File: src/rtl/biquad8_coeff_regs_pkg.sv
// biquad_coeff_pkg: shared constants for the biquad8 coefficient register block.
//   - default geometry (NCOEFF/CBITS/IDXBITS)
//   - byte addresses of the four registers and the word index helper
//   - CTRL register bit positions
package biquad_coeff_pkg;

  localparam int NCOEFF_DEF  = 8;
  localparam int CBITS_DEF   = 18;
  localparam int IDXBITS_DEF = 4;

  localparam logic [6:0] ADDR_CTRL   = 7'h00;
  localparam logic [6:0] ADDR_COEFF  = 7'h04;
  localparam logic [6:0] ADDR_RDSEL  = 7'h08;
  localparam logic [6:0] ADDR_RDDATA = 7'h0C;

  // CTRL write bits
  localparam int CTRL_COMMIT = 0;
  localparam int CTRL_CLEAR  = 1;
  // CTRL read bits (idx sits in the low IDXBITS bits)
  localparam int CTRL_OVF    = 16;
  localparam int CTRL_PEND   = 17;

  // Registers are word aligned; decode looks only at adr[6:2].
  function automatic logic [4:0] word_of(input logic [6:0] a);
    return a[6:2];
  endfunction

endpackage

File: src/rtl/biquad8_coeff_wbs_if.sv
// biquad8_coeff_wbs_if: Wishbone classic slave front end.
//   Registered ack with one cycle latency; ack never stays high two cycles,
//   so a held strobe is acked every other cycle. Write strobes fire on the
//   accepting cycle (the edge that registers ack). Partial-select writes are
//   acked but produce no strobe. Read data is captured from the parent's
//   combinational mux on the accepting cycle.
// Ports:
//   clk, rst                  clock, async active-high reset
//   cyc, stb, we, sel, adr    Wishbone request
//   rdata                     read value for the current word (from parent)
//   ack, dat                  Wishbone response
//   word                      decoded word index, adr[6:2]
//   wr_ctrl/wr_coeff/wr_rdsel one-cycle write strobes
module biquad8_coeff_wbs_if
  import biquad_coeff_pkg::*;
(
  input  logic        clk,
  input  logic        rst,
  input  logic        cyc,
  input  logic        stb,
  input  logic        we,
  input  logic [3:0]  sel,
  input  logic [6:0]  adr,
  input  logic [31:0] rdata,
  output logic        ack,
  output logic [31:0] dat,
  output logic [4:0]  word,
  output logic        wr_ctrl,
  output logic        wr_coeff,
  output logic        wr_rdsel
);

  logic accept, wr;
  logic adr_unused;

  assign adr_unused = ^adr[1:0];
  assign word       = adr[6:2];
  assign accept     = cyc & stb & ~ack;
  assign wr         = accept & we & (sel == 4'hF);

  assign wr_ctrl  = wr & (word == word_of(ADDR_CTRL));
  assign wr_coeff = wr & (word == word_of(ADDR_COEFF));
  assign wr_rdsel = wr & (word == word_of(ADDR_RDSEL));

  always_ff @(posedge clk or posedge rst) begin
    if (rst) begin
      ack <= 1'b0;
      dat <= '0;
    end else begin
      ack <= accept;
      dat <= (accept & ~we) ? rdata : '0;
    end
  end

endmodule

File: src/rtl/biquad8_coeff_regs.sv
// biquad8_coeff_regs: staged/active coefficient sets for one biquad8 filter.
//   Host pushes coefficients into a staging array through COEFF, then commits
//   them atomically via CTRL bit0 or global_update_i. A commit request sets
//   pending; the following cycle copies staged -> active and pulses update_o.
// Optional: define BIQUAD_COEFF_READBACK_EN to get the RDSEL/RDDATA readback
//   of the active set; without it both registers read 0.
// Ports:
//   wb_clk_i, wb_rst_i        clock, async active-high reset
//   wb_cyc_i..wb_dat_i        Wishbone classic request
//   wb_dat_o, wb_ack_o        Wishbone response
//   global_update_i           external commit request pulse
//   coeff_o                   active set, coeff k at [CBITS*k +: CBITS]
//   update_o                  pulse in the cycle coeff_o takes a new set
module biquad8_coeff_regs
  import biquad_coeff_pkg::*;
#(
  parameter int NCOEFF  = NCOEFF_DEF,
  parameter int CBITS   = CBITS_DEF,
  parameter int IDXBITS = IDXBITS_DEF
) (
  input  logic                    wb_clk_i,
  input  logic                    wb_rst_i,
  input  logic                    wb_cyc_i,
  input  logic                    wb_stb_i,
  input  logic                    wb_we_i,
  input  logic [3:0]              wb_sel_i,
  input  logic [6:0]              wb_adr_i,
  input  logic [31:0]             wb_dat_i,
  output logic [31:0]             wb_dat_o,
  output logic                    wb_ack_o,
  input  logic                    global_update_i,
  output logic [NCOEFF*CBITS-1:0] coeff_o,
  output logic                    update_o
);

  localparam logic [IDXBITS-1:0] IDX_FULL = IDXBITS'(NCOEFF);

  logic [NCOEFF-1:0][CBITS-1:0] staged, active;
  logic [IDXBITS-1:0]           idx;
  logic                         ovf, pending;
  logic                         wr_ctrl, wr_coeff, wr_rdsel;
  logic [4:0]                   word;
  logic [31:0]                  rdata, rd_coeff, rd_sel;
  logic                         dat_unused;

  assign dat_unused = ^wb_dat_i[31:CBITS];

  biquad8_coeff_wbs_if u_wbs (
    .clk      (wb_clk_i),
    .rst      (wb_rst_i),
    .cyc      (wb_cyc_i),
    .stb      (wb_stb_i),
    .we       (wb_we_i),
    .sel      (wb_sel_i),
    .adr      (wb_adr_i),
    .rdata    (rdata),
    .ack      (wb_ack_o),
    .dat      (wb_dat_o),
    .word     (word),
    .wr_ctrl  (wr_ctrl),
    .wr_coeff (wr_coeff),
    .wr_rdsel (wr_rdsel)
  );

  // Commit block is last so it wins over same-cycle clear/push on idx/ovf,
  // and a request arriving on the commit cycle folds into that commit.
  always_ff @(posedge wb_clk_i or posedge wb_rst_i) begin
    if (wb_rst_i) begin
      staged   <= '0;
      active   <= '0;
      idx      <= '0;
      ovf      <= 1'b0;
      pending  <= 1'b0;
      update_o <= 1'b0;
    end else begin
      update_o <= 1'b0;
      if (wr_coeff) begin
        if (idx == IDX_FULL) begin
          ovf <= 1'b1;
        end else begin
          for (int k = 0; k < NCOEFF; k++)
            if (idx == IDXBITS'(k)) staged[k] <= wb_dat_i[CBITS-1:0];
          idx <= idx + 1'b1;
        end
      end
      if (wr_ctrl && wb_dat_i[CTRL_CLEAR]) begin
        idx <= '0;
        ovf <= 1'b0;
      end
      if ((wr_ctrl && wb_dat_i[CTRL_COMMIT]) || global_update_i)
        pending <= 1'b1;
      if (pending) begin
        active   <= staged;
        update_o <= 1'b1;
        pending  <= 1'b0;
        idx      <= '0;
        ovf      <= 1'b0;
      end
    end
  end

  assign coeff_o = active;

`ifdef BIQUAD_COEFF_READBACK_EN
  logic [IDXBITS-1:0] rdsel;

  always_ff @(posedge wb_clk_i or posedge wb_rst_i) begin
    if (wb_rst_i)      rdsel <= '0;
    else if (wr_rdsel) rdsel <= wb_dat_i[IDXBITS-1:0];
  end

  always_comb begin
    rd_coeff = '0;
    for (int k = 0; k < NCOEFF; k++)
      if (rdsel == IDXBITS'(k)) rd_coeff = 32'(signed'(active[k]));
  end

  assign rd_sel = 32'(rdsel);
`else
  logic rdsel_unused;
  assign rdsel_unused = wr_rdsel;
  assign rd_coeff     = '0;
  assign rd_sel       = '0;
`endif

  always_comb begin
    rdata = '0;
    case (word)
      word_of(ADDR_CTRL): begin
        rdata[IDXBITS-1:0] = idx;
        rdata[CTRL_OVF]    = ovf;
        rdata[CTRL_PEND]   = pending;
      end
      word_of(ADDR_RDSEL):  rdata = rd_sel;
      word_of(ADDR_RDDATA): rdata = rd_coeff;
      default:              rdata = '0;
    endcase
  end

endmodule

File: config.mk
export PLATFORM = sky130hd
export DESIGN_NAME = biquad8_coeff_regs
export DESIGN_NICKNAME = d
export VERILOG_FILES = /design/src/rtl/biquad8_coeff_regs_pkg.sv /design/src/rtl/biquad8_coeff_wbs_if.sv /design/src/rtl/biquad8_coeff_regs.sv
export SDC_FILE = /design/constraint.sdc
export NUM_CORES = 1
export LEC_CHECK = 0
export ABC_AREA = 1
export BUFFER_PORTS_ARGS = -buffer_cell sky130_fd_sc_hd__buf_2
export CAP_MARGIN = 40
export CORE_MARGIN = 4
export CORE_UTILIZATION = 35
export CTS_CLUSTER_SIZE = 16
export DETAILED_ROUTE_END_ITERATION = 7
export GPL_TIMING_DRIVEN = 0
export PLACE_DENSITY = 0.63
export SYNTH_ARGS = -nofsm -noshare
export SYNTH_HDL_FRONTEND = slang
export SYNTH_HIERARCHICAL = 1
export SYNTH_SLANG_ARGS = --single-unit
File: constraint.sdc
create_clock -name wb_clk_i -period 11.4 [get_ports wb_clk_i]
set_input_delay 2.85 -clock wb_clk_i [delete_from_list [all_inputs] [get_ports wb_clk_i]]
set_output_delay 2.85 -clock wb_clk_i [all_outputs]
set_load 0.05 [all_outputs]
==> results of run 1 <==
-- metal layers --
metal / part of all wire / wire, um / global-route usage
met3: 0.075 / 2630 / 0.0527
met1: 0.46 / 16200 / 0.253
met2: 0.45 / 15600 / 0.275
met5: 0.00034 / 12 / 0
met4: 0.015 / 509 / 0.0403
-- path summary, 6_finish.rpt --
| kind | slack, ps | endpoint | depth (start not counted) | start |
|---|---|---|---|---|
| worst min register to register | 460 | coeff_o[74]$_DFFE_PP0P_ | 2 | coeff_o[74]$_DFFE_PP0P_ |
| worst min-delay path | 460 | coeff_o[74]$_DFFE_PP0P_ | 2 | coeff_o[74]$_DFFE_PP0P_ |
| worst max register to register | 9480 | staged[90]$_DFFE_PP0P_ | 9 | u_wbs/ack$_DFF_PP0_ |
| worst max-delay path | 7340 | coeff_o[125] | 1 | coeff_o[125]$_DFFE_PP0P_ |
| max in group asynchronous | 7940 | coeff_o[59]$_DFFE_PP0P_ | 3 | wb_rst_i |
| min in group asynchronous | 2390 | u_wbs/dat[30]$_DFF_PP0_ | 2 | wb_rst_i |
-- power by group through the flow --
stage                     clock [mW]  combinational, mW  sequential [mW]
after floorplan                    0             0.0540             1.20
after global placement             0              0.109             1.19
after detailed placement           0              0.114             1.19
after CTS                       1.24              0.114             1.17
after global routing            1.29              0.123             1.17
final                           1.22              0.111             1.17
-- through the flow --
| stage | TNS, ps | instances | total power, mW | util | instance area [um2] |
|---|---|---|---|---|---|
| finish | 0 | 2037 | 2.50 | 0.442 | 15700 |
| global route | 0 | 2037 | 2.59 | 0.442 | 15700 |
| CTS | 0 | 2037 | 2.53 | 0.442 | 15700 |
| detailed placement | 0 | 1969 | 1.30 | 0.406 | 14400 |
| global placement | -868020 | 1966 | 1.30 | 0.404 | 14400 |
| floorplan | 0 | 1295 | 1.26 | - | 12700 |
-- cell type report --
cell class / instances / area (um2) / share of cell area
Tap cell: 461 / 577 / 0.0367
Multi-Input combinational cell: 838 / 3760 / 0.240
Clock buffer: 57 / 1150 / 0.0734
Clock inverter: 11 / 111 / 0.00709
Sequential cell: 328 / 8210 / 0.523
Timing Repair Buffer: 213 / 1130 / 0.0722
Inverter: 63 / 250 / 0.0159
Buffer: 66 / 510 / 0.0325
-- registers in the layout (all words and copies together) (netlist names) --
| register | flops |
|---|---|
| staged | 144 |
| coeff_o | 144 |
| ovf | 1 |
| update_o | 1 |
| u_wbs/ack | 1 |
| pending | 1 |
| idx | 4 |
| u_wbs/dat | 32 |
==> results.md, run 1 <==
- Run status: completed
- CTS H-tree depth: 2
- Relative slew slack: 0.416
- Worst Path Required: 8550 ps
- Critical path peak fanout: 2
- Syn Inst Count: 1270
- Area Overhead vs Synth: 24.4%
- Final setup vio count: 0
- Post-DRT Antenna Nets: 0
- Layout cells sized above 1: 0.258
- Initial antenna violation count: 1
- Die area: 0.0392 mm2
- Vias in the first global route: 9148
- CP Launch Type: register
- Most frequent cells in the layout: nand2_1, dfrtp_1, buf_2, inv_1
- Chip width: 198 um
- Ant. Diodes: 0
- Final net count: 1600
- PortBufs: 210
- Cell Pwr Density: 159 mW/mm2
- Total GRT Usage: 0.179
- Kind of cell adding the most delay to the critical path: flip-flops
- Iteration-0 DRC count of the detailed router: 625
- CTS resizes: 0
- Fmax: 246 MHz
- Final hold vios: 0
- Fillers: 3474
- Max-Cap Viols: 0
- First-pass GRT wire length: 53800 um
- CP Cell Sequence: buf_2
- Pre-CTS worst setup slack: 6880 ps
- Largest net degree at the start of global routing: 104
- Slowest cell delay on critical path: 390 ps
- First-pass detailed-route iteration total: 4
- # hold bufs at CTS: 0
- LEAKAGE: 8.64 nW
- Internal Power: 1.93 mW
- Root buffer cell: clkbuf_16
- Io pins: 227
- Clock sinks: 328
- Area of the core: 0.0356 mm2
- Hold Path Class: reg -> reg
- Final Max Slew Viols: 0
- Syn_area_per_cell: 9.95 um2
- WL/cell: 17.1 um
- Post-CTS Setup Bufs: 0
- Setup Skew: 11.6 ps
- Num CTS Buffers: 37
- Vias: 9227
- CTS Buffer Depth: 3
- Final worst slack: 7340 ps
- WHS: 461 ps
- GRT Residual Overflow: 0
- CP endpoint kind: output pin
- Final cycle utilization of the critical path: 0.356
- Routed wire length: 34900 um
- Setup CP Type: reg -> out
- DRC violation count after routing: 0
- DP Wirelength: 23700 um
- Starting Density: 0.355
- CP Buf/Inv Count: 1
- CTS tree: built
- Sw Pwr: 0.566 mW
- RSZ-0062 raised after global routing: no
- Commonest non-fill, non-tap cell in the layout: nand2_1
- CP max stage cell: dfrtp_1
- Tightest Pin Transition: 876 ps
- Synthesized area: 0.0126 mm2
- Final weighted congestion in routability-driven placement: 0.780
- Row count: 69
- Vias per cell: 4.53
- Worst skew pair latency: 540 ps
- Yosys Warn Count: 6
- Clock share of power: 0.487
- Worst-path clk slew: 60 ps
- Sequential fraction of design power: 0.469
- WP data arrival: 1210 ps
- Die height: 198 um
- Comb pwr share: 0.045
- Peak supply drop: 121 uV
- Fin crit period: 4060 ps
- Switching part of the total power: 0.227
Note: power is estimated with default switching activity, not from simulation.
==> run 2: changes to the inputs <==
Settings changed: PLACE_DENSITY 0.63 to 0.61.
Clock period 11.4 ns to 3.8 ns, I/O delays scaled along.
==> results.md, run 2 (same netlist as run 1, synthesis figures left out) <==
- Run status: completed
- Vias per cell: 4.58 (+1.1%)
- Setup Skew: 22.8 ps (+11.2 ps)
- Largest net degree at the start of global routing: 40 (-62%)
- R2R depth: 10 (+1)
- Final cycle utilization of the critical path: 0.566
- Max-Cap Viols: 0 (unchanged)
- Slowest cell delay on critical path: 390 ps (about the same)
- Sequential fraction of design power: 0.488 (+0.019)
- Post-route insts no fill: 2037 (unchanged)
- Area Overhead vs Synth: 24.3% (about the same)
- Initial antenna violation count: 1 (unchanged)
- Die height: 198 um (unchanged)
- Worst-path clk slew: 60 ps (about the same)
- Setup CP Type: reg -> out
- Commonest non-fill, non-tap cell in the layout: nand2_1
- WL/cell: 17.3 um (+0.85%)
- Total GRT Usage: 0.181 (+0.00164)
- Post-DRT Antenna Nets: 0 (unchanged)
- Chip width: 198 um (unchanged)
- GRT Residual Overflow: 0 (unchanged)
- Post-CTS Setup Bufs: 0 (unchanged)
- First-pass detailed-route iteration total: 5 (+1)
- Ant. Diodes: 0 (unchanged)
- Final hold vios: 0 (unchanged)
- Kind of cell adding the most delay to the critical path: flip-flops
- LEAKAGE: 8.63 nW (about the same)
- DRC violation count after routing: 0 (unchanged)
- Worst Path Required: 2850 ps (-5700 ps)
- Final weighted congestion in routability-driven placement: 0.780 (about the same)
- Root buffer cell: clkbuf_16
- Hold Path Class: reg -> reg
- RSZ-0062 raised after global routing: no
- CP Launch Type: register
- CP endpoint kind: output pin
- Final setup vio count: 0 (unchanged)
- Fin crit period: 2150 ps
- CTS Buffer Depth: 3 (unchanged)
- Final Max Slew Viols: 0 (unchanged)
- Layout cells sized above 1: 0.260 (+0.00190)
- Switching part of the total power: 0.232 (+0.00552)
- Worst skew pair latency: 530 ps (about the same)
- Comb pwr share: 0.048 (+0.003)
- Row count: 69 (unchanged)
- First-pass GRT wire length: 54800 um (+1.9%)
- Fmax: 465 MHz
- Cell Pwr Density: 458 mW/mm2 (+190%)
- CP Cell Sequence: buf_2
- Peak supply drop: 297 uV (+140%)
- Worst hold stages: 2 (unchanged)
- Vias in the first global route: 9544 (+4.3%)
- Post-placement cell count: 1976 (+0.36%)
- CTS resizes: 0 (unchanged)
- Sw Pwr: 1.67 mW (+200%)
- CTS tree: built
- PortBufs: 210 (unchanged)
- Final net count: 1606 (+0.38%)
- Clock sinks: 328 (unchanged)
- Iteration-0 DRC count of the detailed router: 532 (-15%)
- WP depth: 1 (unchanged)
- DP Wirelength: 24500 um (+3.1%)
- Area of the core: 0.0356 mm2 (unchanged)
- Num CTS Buffers: 36 (-2.7%)
- Starting Density: 0.355 (unchanged)
- Vias: 9331 (+1.1%)
- # hold bufs at CTS: 0 (unchanged)
- Die area: 0.0392 mm2 (unchanged)
- Most frequent cells in the layout: nand2_1, dfrtp_1, buf_2, inv_1
- Internal Power: 5.52 mW (+190%)
- CP max stage cell: dfrtp_1
- WP data arrival: 1200 ps (about the same)
- CP Buf/Inv Count: 1 (unchanged)
- CTS H-tree depth: 2 (unchanged)
- Relative slew slack: 0.444 (+0.0279)
- Io pins: 227 (unchanged)
- Clock share of power: 0.464 (-0.023)
- Critical path peak fanout: 2 (unchanged)
- Tightest Pin Transition: 833 ps (-42.7 ps)
- Pwr Total: 7.19 mW (+190%)
- Routed wire length: 35200 um (+0.85%)
==> run 2: cell types whose count changed in the layout (fill, tap and decap cells not counted), sizes merged <==
cell      previous run  this run
bufinv               2         1
clkbuf              71        60
buf                265       272
clkinvlp             1         2
clkinv               8        12
==> run 2: cell type report <==
| type | count | area [um2] |
|---|---|---|
| Multi-Input combinational cell | 838 | 3760 |
| Timing Repair Buffer | 220 | 1270 |
| Clock buffer | 46 | 1010 |
| Inverter | 63 | 246 |
| Clock inverter | 15 | 114 |
| Sequential cell | 328 | 8210 |
| Tap cell | 461 | 577 |
| Fill cell | 3449 | 19900 |
| Buffer | 66 | 510 |
==> run 2: metrics by stage <==
stage | hold WS (ps) | instance area [um2] | util | setup WS (ps) | TNS (ps)
4_1_cts | 457 | 15700 | 0.441 | 1630 | 0
3_3_place_gp | 450 | 14400 | 0.404 | -2860 | -835500
5_1_grt | 484 | 15700 | 0.441 | 1600 | 0
2_1_floorplan | 405 | 12700 | - | -1070 | -314800
6_report | 464 | 15700 | 0.441 | 1650 | 0
3_5_place_dp | 453 | 14600 | 0.410 | 1220 | 0
==> run 2: layer usage <==
metal / routed length (um) / global-route usage / vias to the layer above
met1: 15800 / 0.251 / 4505
met5: 7 / 0 / -
met3: 2610 / 0.0531 / 59
met4: 1050 / 0.0508 / 2
li1: - / - / 4506
met2: 15700 / 0.278 / 259
==> run 2: tightest hold or removal path, stage by stage, from the launching register on <==
cell	delay, ps
dfrtp_1	330
nand2_1	50
nand2_1	50
==> run 2: final timing paths <==
kind / endpoint / start / slack, ps
worst max register to register: staged[15]$_DFFE_PP0P_ / u_wbs/ack$_DFF_PP0_ / 1910
worst min register to register: coeff_o[138]$_DFFE_PP0P_ / coeff_o[138]$_DFFE_PP0P_ / 460
max in group asynchronous: coeff_o[74]$_DFFE_PP0P_ / wb_rst_i / 2090
worst min-delay path: coeff_o[138]$_DFFE_PP0P_ / coeff_o[138]$_DFFE_PP0P_ / 460
worst max-delay path: coeff_o[58] / coeff_o[58]$_DFFE_PP0P_ / 1650
min in group asynchronous: idx[1]$_DFFE_PP0P_ / wb_rst_i / 510
==> run 2: power groups by stage <==
stage,combinational (mW),clock [mW],sequential [mW]
after global placement,0.325,0,3.58
after floorplan,0.163,0,3.61
final,0.349,3.33,3.51
after global routing,0.387,3.57,3.51
after CTS,0.357,3.43,3.51
after detailed placement,0.356,0,3.57
